--- src/rtl/sprite_renderer.sv ---
// Sprite renderer: one animated, scalable, flippable sprite over the VGA raster.
// Position/flip are double-buffered and latched at the frame boundary.
module sprite_renderer #(
  parameter int SPR_W           = 20,
  parameter int SPR_H           = 20,
  parameter int SCALE_LOG2      = 0,
  parameter int NUM_FRAMES      = 4,
  parameter int FRAME_PERIOD    = 8,
  parameter int IDX_W           = 5,
  parameter int TRANSPARENT_IDX = 0,
  parameter int V_ACTIVE        = 480,
  parameter int ADDR_W          = $clog2(NUM_FRAMES*SPR_W*SPR_H),
  localparam int FW = (NUM_FRAMES > 1) ? $clog2(NUM_FRAMES) : 1
) (
  input  logic              vga_clk,
  input  logic              reset_n,
  input  logic [9:0]        DrawX,
  input  logic [9:0]        DrawY,
  input  logic              blank,
  input  logic [9:0]        pos_x,
  input  logic [9:0]        pos_y,
  input  logic              flip_h,
  input  logic              pos_valid,
  input  logic              anim_en,
  output logic [ADDR_W-1:0] rom_address,
  input  logic [IDX_W-1:0]  rom_q,
  output logic [IDX_W-1:0]  pal_index,
  input  logic [3:0]        pal_red,
  input  logic [3:0]        pal_green,
  input  logic [3:0]        pal_blue,
  output logic [3:0]        red,
  output logic [3:0]        green,
  output logic [3:0]        blue,
  output logic              sprite_hit,
  output logic [FW-1:0]     anim_frame
);

  localparam int PW = (FRAME_PERIOD > 1) ? $clog2(FRAME_PERIOD) : 1;
  localparam logic [10:0] BOX_W = 11'(SPR_W << SCALE_LOG2);
  localparam logic [10:0] BOX_H = 11'(SPR_H << SCALE_LOG2);
  localparam logic [ADDR_W-1:0] FRAME_SZ = ADDR_W'(SPR_W * SPR_H);

  logic [9:0]        req_x_q, req_x_d, req_y_q, req_y_d;
  logic [9:0]        act_x_q, act_x_d, act_y_q, act_y_d;
  logic              req_flip_q, req_flip_d, act_flip_q, act_flip_d;
  logic              pending_q, pending_d;
  logic [PW-1:0]     period_q, period_d;
  logic [FW-1:0]     frame_q, frame_d;
  logic [ADDR_W-1:0] rom_address_q, rom_address_d;
  logic              in_box1_q, in_box1_d, blank1_q, blank1_d;
  logic              in_box2_q, in_box2_d, blank2_q, blank2_d;
  logic [3:0]        red_q, red_d, green_q, green_d, blue_q, blue_d;
  logic              hit_q, hit_d;

  logic              boundary;
  logic [10:0]       dx, dy, lx, ly;
  logic              in_box;
  logic [ADDR_W-1:0] addr;
  logic              opaque;

  assign boundary = (DrawX == 10'd0) && (DrawY == 10'(V_ACTIVE));

  always_comb begin
    req_x_d    = req_x_q;
    req_y_d    = req_y_q;
    req_flip_d = req_flip_q;
    act_x_d    = act_x_q;
    act_y_d    = act_y_q;
    act_flip_d = act_flip_q;
    pending_d  = pending_q;
    period_d   = period_q;
    frame_d    = frame_q;
    if (boundary) begin
      if (pending_q) begin
        act_x_d    = req_x_q;
        act_y_d    = req_y_q;
        act_flip_d = req_flip_q;
        pending_d  = 1'b0;
      end
      if (anim_en) begin
        if (period_q == PW'(FRAME_PERIOD - 1)) begin
          period_d = '0;
          frame_d  = (frame_q == FW'(NUM_FRAMES - 1)) ? '0 : frame_q + 1'b1;
        end else begin
          period_d = period_q + 1'b1;
        end
      end
    end
    // A strobe in the boundary cycle itself waits for the next boundary
    if (pos_valid) begin
      req_x_d    = pos_x;
      req_y_d    = pos_y;
      req_flip_d = flip_h;
      pending_d  = 1'b1;
    end
  end

  always_comb begin
    dx     = {1'b0, DrawX} - {1'b0, act_x_q};
    dy     = {1'b0, DrawY} - {1'b0, act_y_q};
    in_box = !dx[10] && !dy[10] && (dx < BOX_W) && (dy < BOX_H);
    lx     = dx >> SCALE_LOG2;
    ly     = dy >> SCALE_LOG2;
    if (act_flip_q) begin
      lx = 11'(SPR_W - 1) - lx;
    end
    addr = ADDR_W'(frame_q) * FRAME_SZ
         + ADDR_W'(ly) * ADDR_W'(SPR_W)
         + ADDR_W'(lx);
    rom_address_d = in_box ? addr : '0;
    in_box1_d     = in_box;
    blank1_d      = blank;
    in_box2_d     = in_box1_q;
    blank2_d      = blank1_q;
  end

  always_comb begin
    opaque  = blank2_q && in_box2_q
            && (rom_q != IDX_W'(TRANSPARENT_IDX));
    red_d   = opaque ? pal_red   : 4'd0;
    green_d = opaque ? pal_green : 4'd0;
    blue_d  = opaque ? pal_blue  : 4'd0;
    hit_d   = opaque;
  end

  always_ff @(posedge vga_clk) begin
    if (!reset_n) begin
      req_x_q       <= '0;
      req_y_q       <= '0;
      req_flip_q    <= 1'b0;
      act_x_q       <= '0;
      act_y_q       <= '0;
      act_flip_q    <= 1'b0;
      pending_q     <= 1'b0;
      period_q      <= '0;
      frame_q       <= '0;
      rom_address_q <= '0;
      in_box1_q     <= 1'b0;
      blank1_q      <= 1'b0;
      in_box2_q     <= 1'b0;
      blank2_q      <= 1'b0;
      red_q         <= '0;
      green_q       <= '0;
      blue_q        <= '0;
      hit_q         <= 1'b0;
    end else begin
      req_x_q       <= req_x_d;
      req_y_q       <= req_y_d;
      req_flip_q    <= req_flip_d;
      act_x_q       <= act_x_d;
      act_y_q       <= act_y_d;
      act_flip_q    <= act_flip_d;
      pending_q     <= pending_d;
      period_q      <= period_d;
      frame_q       <= frame_d;
      rom_address_q <= rom_address_d;
      in_box1_q     <= in_box1_d;
      blank1_q      <= blank1_d;
      in_box2_q     <= in_box2_d;
      blank2_q      <= blank2_d;
      red_q         <= red_d;
      green_q       <= green_d;
      blue_q        <= blue_d;
      hit_q         <= hit_d;
    end
  end

  assign rom_address = rom_address_q;
  assign pal_index   = rom_q;
  assign red         = red_q;
  assign green       = green_q;
  assign blue        = blue_q;
  assign sprite_hit  = hit_q;
  assign anim_frame  = frame_q;

endmodule

--- config.mk ---
export PLATFORM = sky130hd
export DESIGN_NAME = sprite_renderer
export DESIGN_NICKNAME = d
export VERILOG_FILES = /design/src/rtl/sprite_renderer.sv
export SDC_FILE = /design/constraint.sdc
export NUM_CORES = 1
export LEC_CHECK = 0
export ABC_AREA = 1
export BUFFER_PORTS_ARGS = -buffer_cell sky130_fd_sc_hd__clkbuf_2
export CAP_MARGIN = 10
export CORE_ASPECT_RATIO = 1.2
export CORE_UTILIZATION = 35
export DETAILED_ROUTE_END_ITERATION = 10
export HOLD_SLACK_MARGIN = 0.03
export SETUP_SLACK_MARGIN = 0.5
export SLEW_MARGIN = 40
export SYNTH_ARGS = -nofsm -noshare
export SYNTH_HDL_FRONTEND = slang
export SYNTH_SLANG_ARGS = --single-unit
--- constraint.sdc ---
create_clock -name vga_clk -period 10.8 [get_ports vga_clk]
set_input_delay 0.54 -clock vga_clk [delete_from_list [all_inputs] [get_ports vga_clk]]
set_output_delay 0.54 -clock vga_clk [all_outputs]
set_load 0.005 [all_outputs]
# Word level (Yosys, flattened, before mapping)
# Index checks and enable logic that the tools add are counted.
[word_totals]
ff_bits = 76
inputBits = 63
output_inout_bits = 31
[classes]
add_sub_neg = 7
mul = 2
magnitude_cmp = 2
n_eq_ne = 3
muxes = 5
reduce_logical = 16
[op_table]
columns = ["cell", "count"]
rows = [
  ["$add A11 B11 Y11", 2],
  ["$lt A11 B5 Y1 const B", 2],
  ["$sub A10 B10 Y11", 2],
  ["$mul A11 B3 Y9 const B", 1],
  ["$mux W11", 1],
  ["$sub A5 B11 Y11 const A", 1],
  ["$eq A10 B9 Y1 const B", 1],
  ["$logic_not A10 Y1", 1],
  ["$reduce_and A2 Y1", 4],
  ["$mul A2 B5 Y7 const B", 1],
  ["$logic_and A1 B1 Y1", 6],
  ["$reduce_bool A5 Y1", 1],
  ["$add A3 B1 Y3 const B", 1],
  ["$eq A3 B3 Y1 const B", 1],
  ["$mux W3", 1],
  ["$reduce_and A3 Y1", 1],
  ["$add A2 B1 Y2 const B", 1],
  ["$eq A2 B2 Y1 const B", 1],
  ["$logic_not A1 Y1", 2],
  ["$mux W1", 2],
  ["$mux W2", 1],
  ["$reduce_bool A2 Y1", 1],
]

# Longest topological paths before layout
[depth]
depth_word = 6
ltp_mapped = 29

# Least setup slack after synthesis
# Ideal clock, no wire load.
[synth_timing]
kind = "input port to flip-flop"
startpoint = "in DrawY[0]"
endpoint = "reg rom_address_q[10] (netlist: rom_address[10])"
t_arrival_ps = 4399
required_time_ps = 10687
setup_slack_ps = 6288
stages = 25
path_cell_list = "inv_1 -> ha_1 -> fa_1 -> nand3b_1 -> nand2_1 -> xor2_1 -> ha_1 -> inv_1 -> fa_1 -> o21ai_0 -> a21oi_1 -> xor2_1 -> fa_1 -> inv_1 -> ha_1 -> a21oi_1 -> o21ai_0 -> a31oi_1 -> inv_1 -> nand3_1 -> nand3_1 -> nand2_1 -> nand2_1 -> nand2_1 -> nor2_1"
[synth_between]
elab_chain_cells = 6
[synth_lines]
columns = ["element", "line_no", "source"]
rows = [
  ["start: declaration", "18", "input logic [9:0] DrawY,"],
  ["$sub A10 B10 Y11 *", "100", "dy = {1'b0, DrawY} - {1'b0, act_y_q};"],
  ["branches (longest 5 deep; another with $mul A11 B3 Y9)", "--", ""],
  ["end signal: assignment", "156", "rom_address_q <= rom_address_d;"],
  ["end: declaration", "49", "logic [ADDR_W-1:0] rom_address_q, rom_address_d;"],
]
# Mark *: on every way between the ends.
# A chain may end at the register's enable or synchronous reset.

# Final worst setup path
# Ends and elaborated chain as after synthesis.

==> impl_metrics.ini <==
[yosys]
synth_warnings = 0
synth.area.top_cells = sky130_fd_sc_hd__dfxtp_1, sky130_fd_sc_hd__ha_1, sky130_fd_sc_hd__inv_1
yosysUniqueCellTypes = 37
synth_seq_area_share_pct = 31.8
syn-instance-count = 657
yosys.area.top_type_share_pct = 31.8
netlist.top_cell.by_area = sky130_fd_sc_hd__dfxtp_1
synth_enable_flop_cells = 0
synth-async-reset-ratio_pct = 0
postSynthAreaPerCell_um2 = 7.27
synth_seq_cells = 76
mappedNetlistArea_um2 = 4780
net_count_synth = 776
ys.flop_type = sky130_fd_sc_hd__dfxtp_1
synth_most_common_cell = sky130_fd_sc_hd__inv_1
netlist_top_cells_count = sky130_fd_sc_hd__inv_1, sky130_fd_sc_hd__nand2_1, sky130_fd_sc_hd__nor2_1, sky130_fd_sc_hd__dfxtp_1, sky130_fd_sc_hd__ha_1

[cells_and_area]
antenna_cells_inserted = 0
drive_gt1_share_pct = 18.3
syn_to_final_growth_pct = 18.4
final_net_count = 861
final_area_um2 = 5660
final_core_area_utilization_pct = 42.6

[sta]
worst-slew-pin-transition_ns = 0.783
worst_clock_skew_on_the_final_layout_ns = 0.00588
setup-tns-final_ns = 0
final-max-slew-violation-count = 0
post-route-min-period_ns = 4.59
rsz_0062_raised_after_global_routing = false
max_slew_margin_pct = 47.8
setup-violations-final = 0
timing.final.ws_setup_ns = 6.21
max_freq_ghz = 0.218
finalHoldViolations = 0
fin_crit_share_pct = 42.5
holdWs_ns = 0.376

[global_route]
global_route.overflow_total = 0
total_routing_resource_utilization_after_global_routing_pct = 15.6
antenna_violations_before_repair = 0
wire_length_of_the_first_global_routing_pass_um = 17000
grt_start_max_net_pins = 36
vias_in_the_first_global_route = 3722

[worst_setup_path]
criticalPathCategory = in -> reg
critical_path.endpoint_type = flip-flop
worst_setup_path_start_kind = primary input
reg2reg_slack_ns = 6.26
critical_path_peak_fanout = 4
worst-endpoint-required_ns = 11.04
critPathArrivalTime_ns = 4.83

[cts]
cts.htree.levels = 3
holdBufCountCts = 0
clockBufferDepth = 2
cts_root_cell = sky130_fd_sc_hd__clkbuf_16
post_cts_setup_buffers = 0
clock_sinks = 76
cts_made_buffers = 9
tritoncts = built
clock_latency_ns = 0.34
cts.clk_slew.worst_paths_ns = 0.06
post_cts.resized_instances = 0

[run]
max_cap_viol_count = 0

[placement]
hpwl_um = 8380
portBuffers = 93
placement.setup.worst_slack_ns = 5.82
gp_congestion = 0.848
placedInstanceArea_um2 = 5350

[route]
route.antenna.remaining_nets = 0
wl_um = 10300
route.vias.total = 4053
wl_per_cell_um = 11.2
drt_pass1_iterations = 4
drcViolationCount = 0
route.detailed.vias_per_inst = 4.43
initialDrtViolationCount = 109

[power_and_ir_drop]
p_leak_nw = 2.92
power-per-cell-area_nw_per_um2 = 141
max-vdd-ir-drop_mv = 0.120

[floorplanning]
die-width_um = 109
core_um2 = 13300
boundaryPins = 94
die_area_um2 = 14100
core.rowCount = 46
starting_density_pct = 35.9
die_y_um = 130

[worst_hold_path]
type_of_the_worst_min_delay_path = in -> reg

[status]
outcome = complete, no violations
worst max-delay path: stages:
cell and delay, ns:
sky130_fd_sc_hd__clkbuf_2 0.11, sky130_fd_sc_hd__inv_1 0.05, sky130_fd_sc_hd__ha_1 0.22, sky130_fd_sc_hd__fa_1 0.40, sky130_fd_sc_hd__nand3b_1 0.17, sky130_fd_sc_hd__nand2_1 0.14, sky130_fd_sc_hd__xor2_1 0.31, sky130_fd_sc_hd__ha_1 0.22
sky130_fd_sc_hd__inv_1 0.06, sky130_fd_sc_hd__fa_1 0.44, sky130_fd_sc_hd__o21ai_0 0.18, sky130_fd_sc_hd__a21oi_1 0.09, sky130_fd_sc_hd__xor2_1 0.15, sky130_fd_sc_hd__fa_1 0.48, sky130_fd_sc_hd__inv_1 0.04, sky130_fd_sc_hd__ha_1 0.32
sky130_fd_sc_hd__a21oi_1 0.14, sky130_fd_sc_hd__o21ai_0 0.09, sky130_fd_sc_hd__a31oi_1 0.19, sky130_fd_sc_hd__inv_1 0.06, sky130_fd_sc_hd__nand3_1 0.10, sky130_fd_sc_hd__nand3_1 0.08, sky130_fd_sc_hd__nand2_1 0.08, sky130_fd_sc_hd__nand2_1 0.05
sky130_fd_sc_hd__nand2_1 0.06, sky130_fd_sc_hd__nor2_1 0.04
cell type report:
class | instances | area [um2]
Timing Repair Buffer | 93 | 465
Clock buffer | 10 | 239
Tap cell | 168 | 210
Clock inverter | 6 | 68.8
Multi-Input combinational cell | 425 | 2640
Fill cell | 1419 | 7640
Sequential cell | 76 | 1520
Inverter | 137 | 514
path summary, 6_finish.rpt:
path,depth (start not counted),from,to
max reg2reg,24,act_y_q[0],rom_address[10]
min reg2reg,2,blank1_q,blank2_q
min,3,blank,blank1_q
max,26,DrawY[0],rom_address[10]
flip-flops by register name, summed over array words and instances, names as in the netlist:
register and cells:
period_q 3, anim_frame 2, rom_address 11, pending_q 1, sprite_hit 1, red 4, blank1_q 1, in_box2_q 1
green 4, blank2_q 1, in_box1_q 1, act_y_q 10, req_flip_q 1, act_flip_q 1, req_y_q 10, act_x_q 10
blue 4, req_x_q 10
placed cells by master, fill, tap and decap left out, types with 4 or more instances in the layout:
master,synthesis,routed
sky130_fd_sc_hd__nor2_1,83,83
sky130_fd_sc_hd__nand4_1,8,8
sky130_fd_sc_hd__fa_1,9,9
sky130_fd_sc_hd__nand3_1,22,22
sky130_fd_sc_hd__o21ai_0,34,34
sky130_fd_sc_hd__a211oi_1,14,14
sky130_fd_sc_hd__nand3b_1,6,6
sky130_fd_sc_hd__clkbuf_16,0,9
sky130_fd_sc_hd__xor2_1,11,11
sky130_fd_sc_hd__clkbuf_2,0,93
sky130_fd_sc_hd__a21oi_1,30,30
sky130_fd_sc_hd__a31oi_1,4,4
sky130_fd_sc_hd__xnor2_1,8,8
sky130_fd_sc_hd__ha_1,47,47
sky130_fd_sc_hd__nor3_1,17,17
sky130_fd_sc_hd__inv_1,133,132
sky130_fd_sc_hd__nand2_2,9,9
sky130_fd_sc_hd__nand2_1,98,98
sky130_fd_sc_hd__dfxtp_1,76,76
through the flow:
| stage | instances | total power, mW |
|---|---|---|
| floorplan | 657 | 0.451 |
| global placement | 899 | 0.493 |
| detailed placement | 899 | 0.493 |
| CTS | 915 | 0.812 |
| global route | 915 | 0.857 |
| finish | 915 | 0.800 |
cell families (layout without fill, tap and decap cells):
family          Yosys count  after routing  synth area share, %
buf+inv                 156            246                 12.9
flops                    76             76                 31.8
compound gates           89             89                 10.5
fa+ha+maj                56             56                 16.1
simple gates            260            260                 24.8
xor+xnor                 20             20                 3.82
where the power goes:
| part | total (mW) | switching [mW] | internal, mW |
|---|---|---|---|
| Sequential | 0.288 | 0.00191 | 0.286 |
| Clock | 0.314 | 0.127 | 0.187 |
| Combinational | 0.198 | 0.116 | 0.0817 |
metal layers:
layer,wire length (um),vias to the layer above,GRT usage [%]
met4,143,0,4.53
met5,0,-,0
li1,-,2231,-
met3,516,11,4.50
met1,4870,1735,19.2
met2,4730,76,26.2
Note: power is estimated with default switching activity, not from simulation.
